===== src/rtl/approx_div_error_monitor.sv =====
// Error monitor for the 16/8 approximate array divider: recomputes the exact
// quotient/remainder with a restoring divider and accumulates error statistics.
module approx_div_error_monitor #(
  parameter int unsigned ACC_W = 40,
  parameter int unsigned CNT_W = 24
) (
  input  logic             clk,
  input  logic             rst_n,
  input  logic             clear,
  input  logic             in_valid,
  output logic             in_ready,
  input  logic [15:0]      n,
  input  logic [7:0]       d,
  input  logic [7:0]       q_apx,
  input  logic [7:0]       r_apx,
  output logic             out_valid,
  output logic             skipped,
  output logic [7:0]       q_exact,
  output logic [7:0]       r_exact,
  output logic [8:0]       q_err,
  output logic [CNT_W-1:0] sample_count,
  output logic [CNT_W-1:0] mismatch_count,
  output logic [CNT_W-1:0] skip_count,
  output logic [ACC_W-1:0] err_sum_sq,
  output logic [7:0]       err_max
);

  typedef enum logic [1:0] {
    S_IDLE,
    S_DIV,
    S_ACC
  } state_t;

  state_t      state;
  logic [7:0]  n_lo_r;
  logic [7:0]  d_r;
  logic [7:0]  qa_r;
  logic [7:0]  ra_r;
  logic [7:0]  p_r;
  logic [7:0]  qbits;
  logic [2:0]  iter;
  logic        skip_r;

  logic [8:0]     t_val;
  logic [7:0]     t_sub;
  logic           t_ge;
  logic [8:0]     err_c;
  logic [7:0]     abs_c;
  logic [15:0]    sq_c;
  logic [ACC_W:0] sum_ext;
  logic           mis_c;

  assign in_ready = (state == S_IDLE);

  // Only n[7:0] is kept: the high byte seeds the partial remainder at accept.
  // In range, P < d holds every step, so T - d always fits in 8 bits.
  always_comb begin
    t_val   = {p_r, n_lo_r[iter]};
    t_ge    = (t_val >= {1'b0, d_r});
    t_sub   = t_val[7:0] - d_r;
    err_c   = {1'b0, qa_r} - {1'b0, qbits};
    abs_c   = err_c[8] ? (8'd0 - err_c[7:0]) : err_c[7:0];
    sq_c    = {8'd0, abs_c} * {8'd0, abs_c};
    sum_ext = {1'b0, err_sum_sq} + {{(ACC_W + 1 - 16){1'b0}}, sq_c};
    mis_c   = (qa_r != qbits) || (ra_r != p_r);
  end

  always_ff @(posedge clk or negedge rst_n) begin
    if (!rst_n) begin
      state          <= S_IDLE;
      n_lo_r         <= '0;
      d_r            <= '0;
      qa_r           <= '0;
      ra_r           <= '0;
      p_r            <= '0;
      qbits          <= '0;
      iter           <= '0;
      skip_r         <= 1'b0;
      out_valid      <= 1'b0;
      skipped        <= 1'b0;
      q_exact        <= '0;
      r_exact        <= '0;
      q_err          <= '0;
      sample_count   <= '0;
      mismatch_count <= '0;
      skip_count     <= '0;
      err_sum_sq     <= '0;
      err_max        <= '0;
    end else if (clear) begin
      state          <= S_IDLE;
      n_lo_r         <= '0;
      d_r            <= '0;
      qa_r           <= '0;
      ra_r           <= '0;
      p_r            <= '0;
      qbits          <= '0;
      iter           <= '0;
      skip_r         <= 1'b0;
      out_valid      <= 1'b0;
      skipped        <= 1'b0;
      q_exact        <= '0;
      r_exact        <= '0;
      q_err          <= '0;
      sample_count   <= '0;
      mismatch_count <= '0;
      skip_count     <= '0;
      err_sum_sq     <= '0;
      err_max        <= '0;
    end else begin
      out_valid <= 1'b0;
      case (state)
        S_IDLE: begin
          if (in_valid) begin
            n_lo_r <= n[7:0];
            d_r    <= d;
            qa_r   <= q_apx;
            ra_r   <= r_apx;
            if ((d != 8'd0) && (n[15:8] < d)) begin
              state  <= S_DIV;
              iter   <= 3'd7;
              p_r    <= n[15:8];
              skip_r <= 1'b0;
            end else begin
              state  <= S_ACC;
              skip_r <= 1'b1;
            end
          end
        end
        S_DIV: begin
          if (t_ge) begin
            p_r         <= t_sub;
            qbits[iter] <= 1'b1;
          end else begin
            p_r         <= t_val[7:0];
            qbits[iter] <= 1'b0;
          end
          if (iter == 3'd0) state <= S_ACC;
          else              iter  <= iter - 3'd1;
        end
        S_ACC: begin
          out_valid <= 1'b1;
          skipped   <= skip_r;
          state     <= S_IDLE;
          if (skip_r) begin
            q_exact <= '0;
            r_exact <= '0;
            q_err   <= '0;
            if (~&skip_count) skip_count <= skip_count + CNT_W'(1);
          end else begin
            q_exact <= qbits;
            r_exact <= p_r;
            q_err   <= err_c;
            if (~&sample_count) sample_count <= sample_count + CNT_W'(1);
            if (mis_c && ~&mismatch_count)
              mismatch_count <= mismatch_count + CNT_W'(1);
            err_sum_sq <= sum_ext[ACC_W] ? '1 : sum_ext[ACC_W-1:0];
            if (abs_c > err_max) err_max <= abs_c;
          end
        end
        default: state <= S_IDLE;
      endcase
    end
  end

endmodule


===== config.mk =====
export PLATFORM = sky130hd
export DESIGN_NAME = approx_div_error_monitor
export DESIGN_NICKNAME = d
export VERILOG_FILES = /design/src/rtl/approx_div_error_monitor.sv
export SDC_FILE = /design/constraint.sdc
export NUM_CORES = 1
export LEC_CHECK = 0
export CAP_MARGIN = 10
export CORE_UTILIZATION = 45
export DETAILED_ROUTE_END_ITERATION = 8
export DONT_BUFFER_PORTS = 1
export HOLD_SLACK_MARGIN = 0.15
export REMOVE_ABC_BUFFERS = 1
export SLEW_MARGIN = 20
export SYNTH_ARGS = -nofsm -noshare
export SYNTH_HDL_FRONTEND = slang
export SYNTH_SLANG_ARGS = --single-unit
export TNS_END_PERCENT = 20

===== constraint.sdc =====
create_clock -name clk -period 18.65 [get_ports clk]
set_clock_uncertainty 0.05 [all_clocks]
set_input_delay 4.6625 -clock clk [delete_from_list [all_inputs] [get_ports clk]]
set_output_delay 4.6625 -clock clk [all_outputs]
set_load 0.05 [all_outputs]

---- Word level (Yosys, flattened, before mapping) ----
Index checks and enable logic that the tools add are counted.
word-level totals
  bits in registers ....................... 201
  logic and storage cells ................. 147
  output and inout port bits .............. 148
  input port bits ......................... 44
cells by class
  reduce and logical (&&, ||, !) cells .... 28
  magnitude comparators ................... 5
  eq/ne operators ......................... 11
  $mul .................................... 1
  add/subtract/negate cells ............... 8
  bitwise gates (word level) .............. 3
  multiplexer cells ....................... 72
operators by type and width
  operator                                        count
  two-way mux 24 bit                              12
  two-way mux 8 bit                               30
  two-way mux 40 bit                              4
  adder 24 x 1 -> 24 bit (second input constant)  3
  AND reduction 24 bit                            3
  adder 40 x 16 -> 41 bit                         1
  two-way mux 9 bit                               3
  multiplier 8 x 8 -> 16 bit                      1
  != test 8 bit                                   2
  case mux 8 bit (2 select lines)                 1
  AND reduction 3 bit                             5
  nonzero test 2 bit                              7
  two-way mux 3 bit                               4
  two-way mux 1 bit                               10
  >= comparator 9 x 8 -> 1 bit                    1
  != test 3 bit (second input constant)           3
  subtractor 8 x 8 -> 9 bit                       1
  bitwise AND 8 bit                               1
  greater-than comparator 8 bit                   1
  < comparator 8 bit                              1
  two-way mux 2 bit                               4
  NOT 8 bit                                       1
  OR 8 bit                                        1
  nonzero test 8 bit                              1
  21 further kinds                                27

---- Logic depth before layout (Yosys ltp) ----
Gate-level depths: netlist of the first run.
  depth after elaboration ................. 9
  mapped depth ............................ 30

---- Least setup slack after synthesis of the first run ----
No wires, ideal clock.
  path type ............................... register to register
  start ................................... reg qa_r[0]
  end ..................................... reg err_sum_sq[11]
  period minus slack after synthesis ...... 7105 ps
  required time ........................... 18504 ps
  cell stages (with the launch flop) ...... 28
  path buffers ............................ 3
  setup time .............................. 96 ps
  path slack .............................. 11545 ps
  data arrival time ....................... 6959 ps
  cells stage by stage .................... dfrtp_1 inv_1 ha_1 inv_1 fa_1 a211oi_1 o21ai_0 a31oi_1 clkbuf_1 and2_1 xor2_1 inv_1 nor2_1 fa_1 fa_1 fa_1 inv_1 fa_1 inv_1 ha_1 and3_1 nand4_1 o311a_1 o31a_1 or3_1 buf_2 buf_6 a311oi_2
between the ends
  longest elaborated chain between the ends .. 9
ends and longest elaborated chain
  element                         RTL line  text
  start: declaration              37        logic [7:0] qa_r;
  start signal: assignment        116       qa_r <= q_apx;
  subtractor 8 x 8 -> 9 bit (*)   61        err_c = {1'b0, qa_r} - {1'b0, qbits};
  subtractor 1 x 8 -> 8 bit       62        abs_c = err_c[8] ? (8'd0 - err_c[7:0]) : err_c[7:0];
  two-way mux 8 bit (*)           62
  multiplier 8 x 8 -> 16 bit (*)  63        sq_c = {8'd0, abs_c} * {8'd0, abs_c};
  adder 40 x 16 -> 41 bit (*)     64        sum_ext = {1'b0, err_sum_sq} + {{(ACC_W + 1 - 16){1'b0}}, sq_c};
  two-way mux 40 bit (*)          156       err_sum_sq <= sum_ext[ACC_W] ? '1 : sum_ext[ACC_W-1:0];
  two-way mux 40 bit (*)          144       if (skip_r) begin
  two-way mux 40 bit (*)          111       case (state)
  two-way mux 40 bit (*)          89        end else if (clear) begin
  end signal: assignment          156
  end: declaration                24        output logic [ACC_W-1:0] err_sum_sq,
Every way passes the cells marked *; elsewhere a longest branch is shown, timed or not. The select of a mux whose other input is x is not followed.
A chain may end at the register's enable or synchronous reset.

---- Worst setup path in the final report of the first run ----
  start ................................... reg qa_r[0]
  end ..................................... reg err_sum_sq[17]
Same word-level chain as after synthesis.

==> results of run 1 <==
cell type report:
class                      instances  share of cell area
clock buffer                      36              0.0511
clock inverter                     5             0.00277
inverter                         127              0.0340
multi-input combinational       1007               0.515
sequential                       201               0.359
tap                              378              0.0338
timing repair buffer               7             0.00375
cell usage after synthesis (17+ instances only):
library cell,n,area share
dfrtp_1,201,0.39
nor2_1,175,0.051
inv_1,126,0.037
nand2_1,108,0.031
ha_1,79,0.077
o21ai_0,59,0.023
xnor2_1,54,0.037
a21oi_1,48,0.019
clkbuf_1,48,0.014
xor2_1,42,0.028
a22o_1,40,0.027
fa_1,39,0.060
nor3_1,39,0.015
nand3_1,29,0.011
nand4_1,25,0.012
and3_1,23,0.011
mux2i_1,23,0.018
a211oi_1,21,0.012
a21o_1,17,0.0099
or3_1,17,0.0082
layer usage:
metal,vias up,wire (um),global-route usage
met4,0,599,0.0509
met3,34,2230,0.0591
met1,4837,14500,0.300
met5,-,0,0
li1,4798,-,-
met2,217,14900,0.349
tightest hold or removal path, stage by stage (launching register included):
cell and delay [ns]:
dfrtp_1 0.34, nand2_1 0.05, o21ai_0 0.06
flip-flops by register name (all words and copies together) (netlist names):
signal / flops
d_r: 8
err_max: 8
err_sum_sq: 40
iter: 3
mismatch_count: 24
n_lo_r: 8
out_valid: 1
p_r: 8
q_err: 9
q_exact: 8
qa_r: 8
qbits: 8
r_exact: 8
ra_r: 8
sample_count: 24
skip_count: 24
skip_r: 1
skipped: 1
state: 2
path summary, 6_finish.rpt:
kind / startpoint / endpoint / slack (ns)
max: qa_r[0] / err_sum_sq[17] / 10.30
min: d_r[1] / d_r[1] / 0.43
max reg2reg: qa_r[0] / err_sum_sq[17] / 10.30
min reg2reg: d_r[1] / d_r[1] / 0.43
max in group asynchronous: rst_n / q_err[7] / 14.53
min in group asynchronous: rst_n / err_sum_sq[14] / 3.78
per-stage QoR:
stage | area, um2 | hold slack (ns) | cells
2_1_floorplan | 12700 | 0.400 | 1335
5_1_grt | 14000 | 0.469 | 1761
3_5_place_dp | 13300 | 0.421 | 1720
6_report | 14000 | 0.429 | 1761
4_1_cts | 14000 | 0.434 | 1761
3_3_place_gp | 13200 | 0.414 | 1720
cell families (layout without fill, tap and decap cells):
logic type	Yosys count	in the layout
flops	201	201
simple gates	487	487
mux	27	27
xor+xnor	96	96
buf+inv	180	175
fa+ha+maj	119	119
compound gates	278	278
where the power goes:
part	internal [mW]	leakage, nW	switching, mW
combinational	0.514	3.14	0.717
sequential	0.456	2.77	0.0583
clock	0.263	0.371	0.189
total	1.23	6.28	0.965
==> flow_metrics.py, run 1 <==
metrics = {
    "outcome": {
        "status": "complete, no violations",
    },
    "cts": {
        "clkSlewWorstSetupHoldPaths_ns": 0.06,
        "tritoncts": "built",
        "cts.root.buffer_cell": "clkbuf_16",
        "cts_made_buffers": 24,
        "clock_sinks": 201,
        "clk_path_buf_depth": 3,
        "htree_num_levels": 1,
        "clk_latency_ns": 0.53,
        "hold_buffers": 0,
        "post_cts_resized": 0,
        "cts_setup_buffers": 0,
    },
    "setup_path": {
        "worst-endpoint-arrival_ns": 8.74,
        "path_max_fanout": 19,
        "critical_path_cell_count": 25,
        "timing.critical_path.required_ns": 19.04,
        "cpPeakStageDelay_ns": 0.75,
        "critPathTopFamily": "adder cells",
        "crit_path_kind": "reg -> reg",
        "start_kind": "register",
        "r2r.worst_path.cells": 25,
        "timing.critical_path.to_type": "register",
        "timing.critical_path.buf_inv": 5,
        "critical-path-slowest-cell": "or3_1",
    },
    "die": {
        "placeableCoreArea_um2": 28000,
        "die_boundary_width_um": 171,
        "start_util": 0.461,
        "dieHeight_um": 171,
        "rows": 61,
        "io_pins": 192,
        "die_area_um2": 29400,
    },
    "synthesis": {
        "synth-async-reset-ratio": 1.00,
        "ys_seq_elements": 201,
        "library_cells_used_by_synthesis": 69,
        "synth_area_in_compound_gates": 0.154,
        "synth_area_per_cell_um2": 9.30,
        "ys_dominant_reg_cell": "dfrtp_1",
        "synthXorXnorAreaFrac": 0.0651,
        "number_of_synthesized_flops_with_an_enable_pin": 0,
        "ys_warn_count": 0,
        "synthMuxAreaShare": 0.0231,
        "synth_simple_gate_area_share": 0.178,
        "synthesis.instances": 1388,
        "synth.yosys.seq_area_share": 0.389,
        "synthAdderAreaFrac": 0.138,
        "total_standard_cell_area_after_synthesis_um2": 12900,
        "synth_top_family_by_area": "simple AND/OR/NAND/NOR gates",
    },
    "sta": {
        "finalSetupViolations": 0,
        "period_share": 0.448,
        "final.setup.worst_slack_ns": 10.30,
        "grt_setup_unrepaired": "false",
        "slew_headroom": 0.238,
        "fmaxAchievable_mhz": 120,
        "period_minus_slack_ns": 8.35,
        "timing_max_transition_violations_final": 0,
        "hold_viol_final": 0,
        "worstMarginPinSlew_ns": 1.14,
        "setup_total_negative_slack_ns": 0,
    },
    "detailed_routing": {
        "drt_first_iter_violations": 642,
        "routed-via-count": 9886,
        "wirelength_mm": 32.2,
        "drt-wirelength-per-cell_um": 18.3,
        "detail_route.drc_violations": 0,
        "dr.pass1.iters": 5,
        "drtAntennaViolNets": 0,
        "post_drt_via_cell_ratio": 5.61,
    },
    "final_layout": {
        "fillerInstances": 2670,
        "areaGrowthSynthToFinish_pct": 8.45,
        "final_layout_net_count": 1530,
        "layout-drive-gt1-share": 0.0484,
        "layout.core_utilization": 0.500,
        "num_antenna_cells": 0,
        "ff_latch_area_um2": 5030,
        "layout.cells.most_common": "dfrtp_1",
        "multi_input_logic_area_um2": 7220,
        "layout_common_cells": "201 x dfrtp_1, 172 x nor2_1, 126 x inv_1",
    },
    "worst_hold_path": {
        "min_path_type": "reg -> reg",
        "whs_path_depth": 2,
    },
    "global_routing": {
        "grt_usage": 0.220,
        "grt_max_degree": 202,
        "antenna_found_initial": 0,
        "grt_pass1_wl_mm": 51.4,
        "overflow": 0,
        "first_global_vias": 9503,
    },
    "power": {
        "power.density_nw_per_um2": 157,
        "peakVddDrop_mv": 0.166,
        "cellLeakagePower_nw": 6.28,
        "post-layout-total-power_mw": 2.20,
    },
    "placed_design": {
        "numPortBuffers": 0,
        "dpl.hpwl_mm": 22.7,
        "detailedPlace.worstSlack_ns": 10.34,
        "globalplace.congestion": 0.902,
    },
    "job": {
        "maxCapViolations": 0,
    },
}
(Power assumes the default switching activity.)
==> run 2, diff against run 1 <==
==> constraint.sdc (replaced) <==
create_clock -name clk -period 7.15 [get_ports clk]
set_clock_uncertainty 0.05 [all_clocks]
set_input_delay 1.7875 -clock clk [delete_from_list [all_inputs] [get_ports clk]]
set_output_delay 1.7875 -clock clk [all_outputs]
set_load 0.05 [all_outputs]
==> run 2 against run 1 <==
  * Via count rose by 1.6%
  * Sequential power rose to 2.6 times the previous value
  * Die area did not move
  * Sequential cell count did not move
  * Maximum frequency rose by 22%
  * Sequential share of layout area fell by 0.98 points
  * Critical path depth did not move
  * Final cell count rose by 2.0%
  * Global-route usage rose by 0.43 points
  * Largest cell class unchanged
  * Clock power rose to 2.6 times the previous value
==> flow_metrics.py, run 2 (synthesized netlist as in run 1, its figures left out) <==
metrics = {
    "power": {
        "peakVddDrop_mv": 0.479,
        "cellLeakagePower_nw": 6.48,
        "power.density_nw_per_um2": 432,
    },
    "detailed_routing": {
        "detail_route.drc_violations": 0,
        "post_drt_via_cell_ratio": 5.59,
        "drtAntennaViolNets": 0,
        "dr.pass1.iters": 5,
        "wirelength_mm": 32.7,
        "drt_first_iter_violations": 631,
        "drt-wirelength-per-cell_um": 18.2,
        "routed-via-count": 10000,
    },
    "cts": {
        "htree_num_levels": 1,
        "clkSlewWorstSetupHoldPaths_ns": 0.05,
        "clk_latency_ns": 0.53,
        "cts_made_buffers": 24,
        "hold_buffers": 0,
        "clock_sinks": 201,
        "cts.root.buffer_cell": "clkbuf_16",
        "clk_path_buf_depth": 3,
        "tritoncts": "built",
    },
    "sta": {
        "worstMarginPinSlew_ns": 1.14,
        "grt_setup_unrepaired": "true",
        "finalSetupViolations": 0,
        "period_minus_slack_ns": 6.87,
        "slew_headroom": 0.240,
        "period_share": 0.961,
        "finalHoldWorstSlack_ns": 0.433,
        "setup_total_negative_slack_ns": 0,
        "timing_max_transition_violations_final": 0,
        "hold_viol_final": 0,
        "fmaxAchievable_mhz": 146,
    },
    "worst_hold_path": {
        "min_path_type": "reg -> reg",
        "hold_path.startpoint": "d_r[2]",
        "whs_path_depth": 2,
        "timing.hold.worst_endpoint": "d_r[2]",
    },
    "global_routing": {
        "antenna_found_initial": 0,
        "grt_pass1_wl_mm": 52.8,
        "overflow": 0,
        "grt_max_degree": 202,
        "grt_usage": 0.225,
        "first_global_vias": 9848,
    },
    "final_layout": {
        "final_layout_net_count": 1566,
        "max_flop_register": "err_sum_sq",
        "fin_cells": 1797,
        "num_antenna_cells": 0,
        "largest_reg_flops": 40,
        "layout_common_cells": "201 x dfrtp_1, 167 x nor2_1, 125 x inv_1",
        "layout.cells.most_common": "dfrtp_1",
        "layout-drive-gt1-share": 0.0853,
        "areaGrowthSynthToFinish_pct": 11.5,
    },
    "die": {
        "dieHeight_um": 171,
        "placeableCoreArea_um2": 28000,
        "io_pins": 192,
        "start_util": 0.461,
        "die_boundary_width_um": 171,
        "rows": 61,
        "die_area_um2": 29400,
    },
    "job": {
        "maxCapViolations": 0,
    },
    "setup_path": {
        "path_max_fanout": 10,
        "crit-reg2reg-capture": "err_sum_sq[9]",
        "timing.rr.start": "qa_r[0]",
        "start_kind": "register",
        "r2r.worst_path.cells": 25,
        "worst-endpoint-arrival_ns": 7.24,
        "crit_path_kind": "reg -> reg",
        "worst-r2r-setup-slack_ns": 0.28,
        "timing.critical_path.to_type": "register",
        "timing.critical_path.required_ns": 7.53,
    },
    "outcome": {
        "status": "complete, no violations",
    },
    "placed_design": {
        "numPortBuffers": 0,
        "placed_cells_incl_taps": 1752,
        "globalplace.congestion": 0.903,
        "dpl.hpwl_mm": 23.3,
    },
}
[run 2: worst max-delay path, cell delays in order, from the launching register on]
cell and delay (ns):
dfrtp_1 0.38, inv_1 0.06, ha_1 0.16, inv_1 0.06, fa_2 0.36, a211oi_2 0.29, nor2_1 0.09, xor2_1 0.19
or3_4 0.38, o31ai_4 0.25, xnor2_2 0.15, nor2_2 0.20, fa_2 0.50, fa_2 0.42, fa_1 0.51, inv_1 0.06
fa_1 0.53, inv_1 0.04, ha_1 0.28, and3_1 0.21, nand4_1 0.13, o311a_1 0.38, o31a_1 0.29, or3_4 0.37
buf_4 0.20, a311oi_1 0.25
[run 2: worst max path at each step]
stage | startpoint | to | slack (ns) | cells after the start
floorplan | qa_r[0] | err_sum_sq[17] | -0.22 | 24
finish | qa_r[0] | err_sum_sq[9] | 0.28 | 25
global route | qa_r[0] | err_sum_sq[8] | -0.03 | 25
detailed placement | qa_r[0] | err_sum_sq[21] | -0.22 | 26
global placement | qa_r[0] | err_sum_sq[21] | -0.005 | 25
CTS | qa_r[0] | err_sum_sq[21] | 0.008 | 26
[run 2: final cells by class]
type / instances / area, um2
multi-input combinational: 1007 / 7320
fill: 2640 / 13600
inverter: 127 / 477
clock inverter: 4 / 56.3
clock buffer: 37 / 719
timing repair buffer: 43 / 327
sequential: 201 / 5030
tap: 378 / 473
[run 2: timing repair]
| action | CTS | global route |
|---|---|---|
| resized for setup | 5 | 20 |
| pin swaps | 3 | 6 |
| endpoints found under the setup margin | 32 | 38 |
| hold endpoints to repair | 0 | 0 |
| cloned | 0 | 0 |
| setup buffers | 1 | 3 |
[run 2: per-stage QoR]
step,total power [mW],util,instance area [um2],setup slack [ns]
2_1_floorplan,3.95,-,12700,-0.221
3_3_place_gp,4.79,0.481,13500,-0.00492
3_5_place_dp,4.87,0.482,13500,-0.218
4_1_cts,6.12,0.511,14300,0.00810
5_1_grt,6.82,0.514,14400,-0.0333
6_report,6.22,0.514,14400,0.281
[run 2: routing by layer]
| metal | vias up | wire length, um | track usage |
|---|---|---|---|
| met4 | 0 | 691 | 0.0516 |
| met1 | 4908 | 14700 | 0.305 |
| met3 | 46 | 2180 | 0.0601 |
| met5 | - | 0 | 0 |
| li1 | 4872 | - | - |
| met2 | 223 | 15100 | 0.357 |
[run 2: power by group]
| part | internal (mW) | leakage (nW) | total [mW] | switching (mW) |
|---|---|---|---|---|
| Clock | 0.723 | 0.382 | 1.20 | 0.475 |
| Sequential | 1.19 | 2.77 | 1.34 | 0.150 |
| Combinational | 1.64 | 3.33 | 3.69 | 2.04 |
